===== src/rtl/sm4_pkg.sv =====
// Shared SM4 definitions: round count, key-schedule FSM encoding and the FK/CK
// constants used by the key-expansion round stage.
package sm4_pkg;

    localparam int SM4_ROUNDS     = 32;
    localparam int SM4_BANK_DEPTH = 32;
    localparam int SM4_BANK_AW    = 5;

    typedef enum logic [1:0] {
        ST_IDLE  = 2'd0,
        ST_ISSUE = 2'd1,
        ST_WAIT  = 2'd2,
        ST_ERR   = 2'd3
    } ks_state_e;

    // System parameter FK, applied by the stage to MK at round 0.
    localparam logic [127:0] SM4_FK = 128'hA3B1BAC6_56AA3350_677D9197_B27022DC;

    // CK[i] byte j = (4*i + j) * 7 mod 256, most significant byte first.
    function automatic logic [31:0] sm4_ck(input logic [SM4_BANK_AW-1:0] idx);
        logic [31:0] ck;
        logic [7:0]  base;
        base = {1'b0, idx, 2'b00};
        ck   = '0;
        for (int j = 0; j < 4; j++) begin
            ck[31-8*j -: 8] = 8'((base + 8'(j)) * 8'd7);
        end
        return ck;
    endfunction

endpackage


===== src/rtl/sm4_rk_bank.sv =====
// 32x32 round-key register file: one write port, one registered read port that
// can reverse the index for decryption. Cleared by the asynchronous reset.
module sm4_rk_bank
    import sm4_pkg::*;
(
    input  logic                   i_clk,
    input  logic                   i_rst,
    input  logic                   i_we,
    input  logic [SM4_BANK_AW-1:0] i_waddr,
    input  logic [31:0]            i_wdata,
    input  logic [SM4_BANK_AW-1:0] i_raddr,
    input  logic                   i_rdecrypt,
    output logic [31:0]            o_rdata
);

    logic [31:0]            entry_q [SM4_BANK_DEPTH];
    logic [SM4_BANK_AW-1:0] raddr_eff;
    logic [31:0]            rdata_reg;

    // 31 - addr is the bitwise complement for a 5-bit index.
    assign raddr_eff = i_rdecrypt ? ~i_raddr : i_raddr;

    genvar gi;
    generate
        for (gi = 0; gi < SM4_BANK_DEPTH; gi++) begin : g_entry
            logic [31:0] entry_reg;

            always_ff @(posedge i_clk or posedge i_rst) begin
                if (i_rst) begin
                    entry_reg <= '0;
                end else if (i_we && (i_waddr == SM4_BANK_AW'(gi))) begin
                    entry_reg <= i_wdata;
                end
            end

            assign entry_q[gi] = entry_reg;
        end
    endgenerate

    // Read samples pre-write contents, so a same-cycle write returns old data.
    always_ff @(posedge i_clk or posedge i_rst) begin
        if (i_rst) begin
            rdata_reg <= '0;
        end else begin
            rdata_reg <= entry_q[raddr_eff];
        end
    end

    assign o_rdata = rdata_reg;

endmodule


===== src/rtl/sm4_key_sched_ctrl.sv =====
// SM4 key-expansion controller: drives the single-round stage through all
// rounds, banks each round key and serves them through a registered read port.
module sm4_key_sched_ctrl
    import sm4_pkg::*;
#(
    parameter int ROUNDS  = SM4_ROUNDS,
    parameter int TIMEOUT = 15
) (
    input  logic         i_clk,
    input  logic         i_rst,
    input  logic [127:0] i_key,
    input  logic         i_key_valid,
    output logic         o_key_ready,
    output logic [7:0]   o_ks_round,
    output logic [127:0] o_ks_key,
    output logic         o_ks_valid,
    input  logic [31:0]  i_ks_rk,
    input  logic         i_ks_rk_valid,
    input  logic [127:0] i_ks_state,
    input  logic [4:0]   i_rd_addr,
    input  logic         i_rd_decrypt,
    output logic [31:0]  o_rd_rk,
    output logic         o_keys_ready,
    output logic         o_busy,
    output logic         o_err
);

    localparam int TW = $clog2(TIMEOUT + 1);

    ks_state_e    state_reg, state_next;
    logic [4:0]   round_reg, round_next;
    logic [127:0] kstate_reg, kstate_next;
    logic [TW-1:0] tcnt_reg, tcnt_next;
    logic         keys_ready_reg, keys_ready_next;
    logic         err_reg, err_next;
    logic         key_ready_reg;
    logic         ks_valid_reg;
    logic         busy_reg;
    logic         bank_we;

    always_comb begin
        state_next      = state_reg;
        round_next      = round_reg;
        kstate_next     = kstate_reg;
        tcnt_next       = tcnt_reg;
        keys_ready_next = keys_ready_reg;
        err_next        = err_reg;
        bank_we         = 1'b0;

        case (state_reg)
            ST_IDLE: begin
                if (i_key_valid && key_ready_reg) begin
                    kstate_next     = i_key;
                    round_next      = '0;
                    keys_ready_next = 1'b0;
                    err_next        = 1'b0;
                    state_next      = ST_ISSUE;
                end
            end
            ST_ISSUE: begin
                tcnt_next  = '0;
                state_next = ST_WAIT;
            end
            ST_WAIT: begin
                if (i_ks_rk_valid) begin
                    bank_we     = 1'b1;
                    kstate_next = i_ks_state;
                    if (round_reg == 5'(ROUNDS - 1)) begin
                        keys_ready_next = 1'b1;
                        state_next      = ST_IDLE;
                    end else begin
                        round_next = round_reg + 5'd1;
                        state_next = ST_ISSUE;
                    end
                end else if (tcnt_reg == TW'(TIMEOUT - 1)) begin
                    // Raised on entry so the flag is already visible in ERR.
                    err_next   = 1'b1;
                    state_next = ST_ERR;
                end else begin
                    tcnt_next = tcnt_reg + 1'b1;
                end
            end
            ST_ERR: begin
                state_next = ST_IDLE;
            end
            default: begin
                state_next = ST_IDLE;
            end
        endcase
    end

    // Status outputs are registered from the next state so they align with it.
    always_ff @(posedge i_clk or posedge i_rst) begin
        if (i_rst) begin
            state_reg      <= ST_IDLE;
            round_reg      <= '0;
            kstate_reg     <= '0;
            tcnt_reg       <= '0;
            keys_ready_reg <= 1'b0;
            err_reg        <= 1'b0;
            key_ready_reg  <= 1'b0;
            ks_valid_reg   <= 1'b0;
            busy_reg       <= 1'b0;
        end else begin
            state_reg      <= state_next;
            round_reg      <= round_next;
            kstate_reg     <= kstate_next;
            tcnt_reg       <= tcnt_next;
            keys_ready_reg <= keys_ready_next;
            err_reg        <= err_next;
            key_ready_reg  <= (state_next == ST_IDLE);
            ks_valid_reg   <= (state_next == ST_ISSUE);
            busy_reg       <= (state_next == ST_ISSUE) || (state_next == ST_WAIT);
        end
    end

    sm4_rk_bank u_bank (
        .i_clk      (i_clk),
        .i_rst      (i_rst),
        .i_we       (bank_we),
        .i_waddr    (round_reg),
        .i_wdata    (i_ks_rk),
        .i_raddr    (i_rd_addr),
        .i_rdecrypt (i_rd_decrypt),
        .o_rdata    (o_rd_rk)
    );

    assign o_key_ready  = key_ready_reg;
    assign o_ks_round   = {3'b000, round_reg};
    assign o_ks_key     = kstate_reg;
    assign o_ks_valid   = ks_valid_reg;
    assign o_keys_ready = keys_ready_reg;
    assign o_busy       = busy_reg;
    assign o_err        = err_reg;

endmodule


===== config.mk =====
export PLATFORM = sky130hd
export DESIGN_NAME = sm4_key_sched_ctrl
export DESIGN_NICKNAME = d
export VERILOG_FILES = /design/src/rtl/sm4_pkg.sv /design/src/rtl/sm4_rk_bank.sv /design/src/rtl/sm4_key_sched_ctrl.sv
export SDC_FILE = /design/constraint.sdc
export NUM_CORES = 2
export LEC_CHECK = 0
export ABC_AREA = 1
export CAP_MARGIN = 0
export CORE_MARGIN = 10
export CORE_UTILIZATION = 30
export CTS_CLUSTER_DIAMETER = 80
export CTS_CLUSTER_SIZE = 14
export DETAILED_ROUTE_END_ITERATION = 8
export DONT_BUFFER_PORTS = 1
export GPL_TIMING_DRIVEN = 0
export HOLD_SLACK_MARGIN = 0.15
export PLACE_DENSITY = 0.42
export SLEW_MARGIN = 10
export SYNTH_ARGS = -nofsm -noshare
export SYNTH_HDL_FRONTEND = slang
export SYNTH_SLANG_ARGS = --single-unit

===== constraint.sdc =====
create_clock -name i_clk -period 127.8 [get_ports i_clk]
set_input_delay 38.34 -clock i_clk [delete_from_list [all_inputs] [get_ports i_clk]]
set_output_delay 38.34 -clock i_clk [all_outputs]
set_load 0.1 [all_outputs]

==> impl_metrics.py <==
metrics = {
    "critical_path": {
        "r2r_cells": 8,
        "crit_chain": "buf_6, xnor2_1, buf_2, buf_1, nand3_1, nand3_1, nand2_1, nand2_1, nand2_1",
        "cp.arrival_ns": 41.93,
        "critPathMaxStageDelay_ns": 0.92,
        "crit_type": "in2reg",
        "slowest_stage": "xnor2_1",
        "crit_required_ns": 128.37,
        "worstPathMaxFanout": 10,
        "cp-start-kind": "input port",
        "crit_top_cell": "nand2_1",
        "rr_endpoint": "u_bank.g_entry[31].entry_reg[3]$_DFFE_PP0P_",
        "rrSetupSlack_ns": 124.10,
        "critPathCaptureType": "register",
        "worstReg2RegStart": "round_reg[0]$_DFFE_PP0P_",
    },
    "final_layout": {
        "syn_to_final_growth_pct": 11.8,
        "n_fill_cell": 20800,
        "nets": 8037,
        "final_cell_count_no_fill": 10300,
        "drive_above_1_share_pct": 5.60,
        "largest_register_ffs": 1024,
    },
    "run": {
        "maxCapViolCount": 0,
    },
    "floorplanning": {
        "fp.dieW_microns": 460,
        "rows": 161,
        "core_sq_um": 192000,
        "initial_core_util_pct": 30.1,
        "die_height_microns": 460,
        "ios": 471,
        "die_area_sq_um": 211000,
    },
    "synth": {
        "netlist_area_sq_um": 58000,
        "netlist_instances": 7606,
        "avgSynthCellArea_sq_um": 7.62,
        "synth_top_family_by_area": "simple AND/OR/NAND/NOR gates",
        "synth_edf_count": 0,
        "synth_top_area_share_pct": 51.8,
        "yosysSeqAreaShare_pct": 51.8,
        "ys_top_cells_by_count": "2267 x nand2_1, 1200 x dfrtp_1, 1094 x nand3_1, 1051 x inv_1, 886 x o21ai_0",
        "synth.most_common_cell": "nand2_1",
        "ys.flop_type": "dfrtp_1",
        "synth_seq_cells": 1200,
        "synth-simple-area-share_pct": 26.2,
        "netlist.top_cell.by_area": "dfrtp_1",
        "async_reset_ff_share_pct": 100,
        "synth_fa_ha_area_share_pct": 0.216,
        "synth_compound_area_share_pct": 10.3,
        "yosys-mux-area-fraction_pct": 0,
        "ys_warn_count": 0,
        "yosysUniqueCellTypes": 29,
        "synth_xor_area_share_pct": 0.119,
        "yosys-top-cells-area": "dfrtp_1 52%, nand2_1 15%, nand3_1 9.4%",
    },
    "clock_tree": {
        "cts_buffer_depth": 3,
        "cts_inserted_buffers": 106,
        "clock-root-buffer": "clkbuf_16",
        "cts_num_sinks": 1200,
        "cts_setup_buffers": 0,
        "cts_tree": "done",
        "cts_resized": 0,
        "htree_levels": 3,
        "clkLatencyLatePin_ns": 0.78,
        "clk_pin_slew_ns": 0.07,
        "postCtsHoldBufs": 0,
    },
    "detailed_routing": {
        "drtIter0Drc": 4364,
        "ant_nets": 0,
        "drt_wl_total_microns": 247000,
        "vias": 50700,
        "wl_per_cell_microns": 23.9,
        "drt_pre_antenna_iters": 5,
        "route.detailed.drc": 0,
        "viasPerCell": 4.91,
    },
    "sta": {
        "fmax_mhz": 24.2,
        "finalMaxSlewViolations": 0,
        "timing.setup.tns_ns": 0,
        "final_hold_viol_count": 0,
        "rsz0062_at_grt": "false",
        "whs_ns": 0.482,
        "setup_viol": 0,
        "worst_pin_slew_ns": 1.29,
        "relSlewSlack_pct": 14.3,
        "skew_ns": 0.0383,
        "period_share_pct": 32.4,
        "post-route-min-period_ns": 41.35,
    },
    "global_routing": {
        "grt_max_degree": 101,
        "grtUsageTotal_pct": 22.9,
        "grt_pass1_vias": 50200,
        "antenna_found_initial": 19,
        "grt_pass1_wl_microns": 358000,
        "grt_overflow": 0,
    },
    "place": {
        "place_congestion": 0.892,
        "portBuffers": 0,
        "post-place-cells": 10100,
        "place_hpwl_microns": 191000,
    },
    "status": {
        "status": "finished clean",
    },
    "min_path": {
        "hold_path_end": "u_bank.g_entry[4].entry_reg[29]$_DFFE_PP0P_",
        "hold_class": "reg2reg",
        "hold_path_depth": 2,
        "worstHoldStart": "u_bank.g_entry[4].entry_reg[29]$_DFFE_PP0P_",
    },
    "pwr": {
        "cellPowerDensity_nw_per_um2": 18.8,
        "peakVddDrop_v": 0.0000220,
        "power.total_mw": 1.22,
        "p_leak_nw": 29.9,
    },
}
[per-layer routing]
metal | GRT usage [%] | wire length [microns] | up-vias | share of wire [%]
li1 | - | - | 24100 | -
met1 | 30.3 | 109000 | 25100 | 44
met2 | 38.9 | 119000 | 1287 | 48
met3 | 3.01 | 11700 | 258 | 4.7
met4 | 6.73 | 6550 | 0 | 2.7
met5 | 0 | 0 | - | 0
[critical path, delay by kind of cell]
kind                      cells  cell delay, ns
xor gates and xnor gates      1            0.92
and+or+nand+nor               5            0.95
buffers and inverters         3            1.68
[layout make-up]
cell class | count | area (sq um) | share of cell area [%]
sequential | 1200 | 30000 | 46.3
clock buffer | 132 | 2850 | 4.40
inverter | 1056 | 3970 | 6.13
antenna | 12 | 30.0 | 0.0463
tap | 2526 | 3160 | 4.88
timing repair buffer | 13 | 358 | 0.552
buffer | 590 | 2620 | 4.04
multi-input combinational | 4762 | 21300 | 32.9
clock inverter | 34 | 445 | 0.687
[cells in the final DEF (no fill, tap or decap), types with 128 or more instances in the layout]
cell      instances
nor2_1          149
a31oi_1         128
o21ai_1         145
buf_2           205
clkbuf_1        348
o21ai_0         886
dfrtp_1        1200
inv_1          1050
nand2_1        2267
nand3_1        1094
[stage by stage]
step | setup slack [ns] | instance area (sq um) | util (%)
after CTS | 86.43 | 64800 | 33.7
after global placement | 38.13 | 61100 | 31.8
after detailed placement | 85.61 | 61500 | 32.0
final | 86.45 | 64800 | 33.7
after floorplan | 55.65 | 58000 | -
after global routing | 86.50 | 64800 | 33.7
[logic make-up after synthesis]
kind of cell / count (synthesis)
simple gates: 3578
buf+inv: 1646
compound gates: 1164
fa+ha+maj: 10
other cells: 1
flops: 1200
xor+xnor: 7
[worst max-delay path by stage]
stage | startpoint | endpoint | depth (start not counted)
2_1_floorplan | i_rst | o_busy$_DFF_PP0_ | 1
3_3_place_gp | i_rst | u_bank.g_entry[22].entry_reg[3]$_DFFE_PP0P_ | 1
3_5_place_dp | i_rd_decrypt | u_bank.o_rdata[29]$_DFF_PP0_ | 9
4_1_cts | i_rd_decrypt | u_bank.o_rdata[29]$_DFF_PP0_ | 9
5_1_grt | i_rd_decrypt | u_bank.o_rdata[29]$_DFF_PP0_ | 9
6_report | i_rd_decrypt | u_bank.o_rdata[29]$_DFF_PP0_ | 9
[power breakdown]
part	switching [mW]	internal [mW]	total, mW
registers	0.218	0.432	0.651
clock network	0.162	0.170	0.332
logic	0.165	0.0724	0.238
Power figures use the tool's default switching activity.
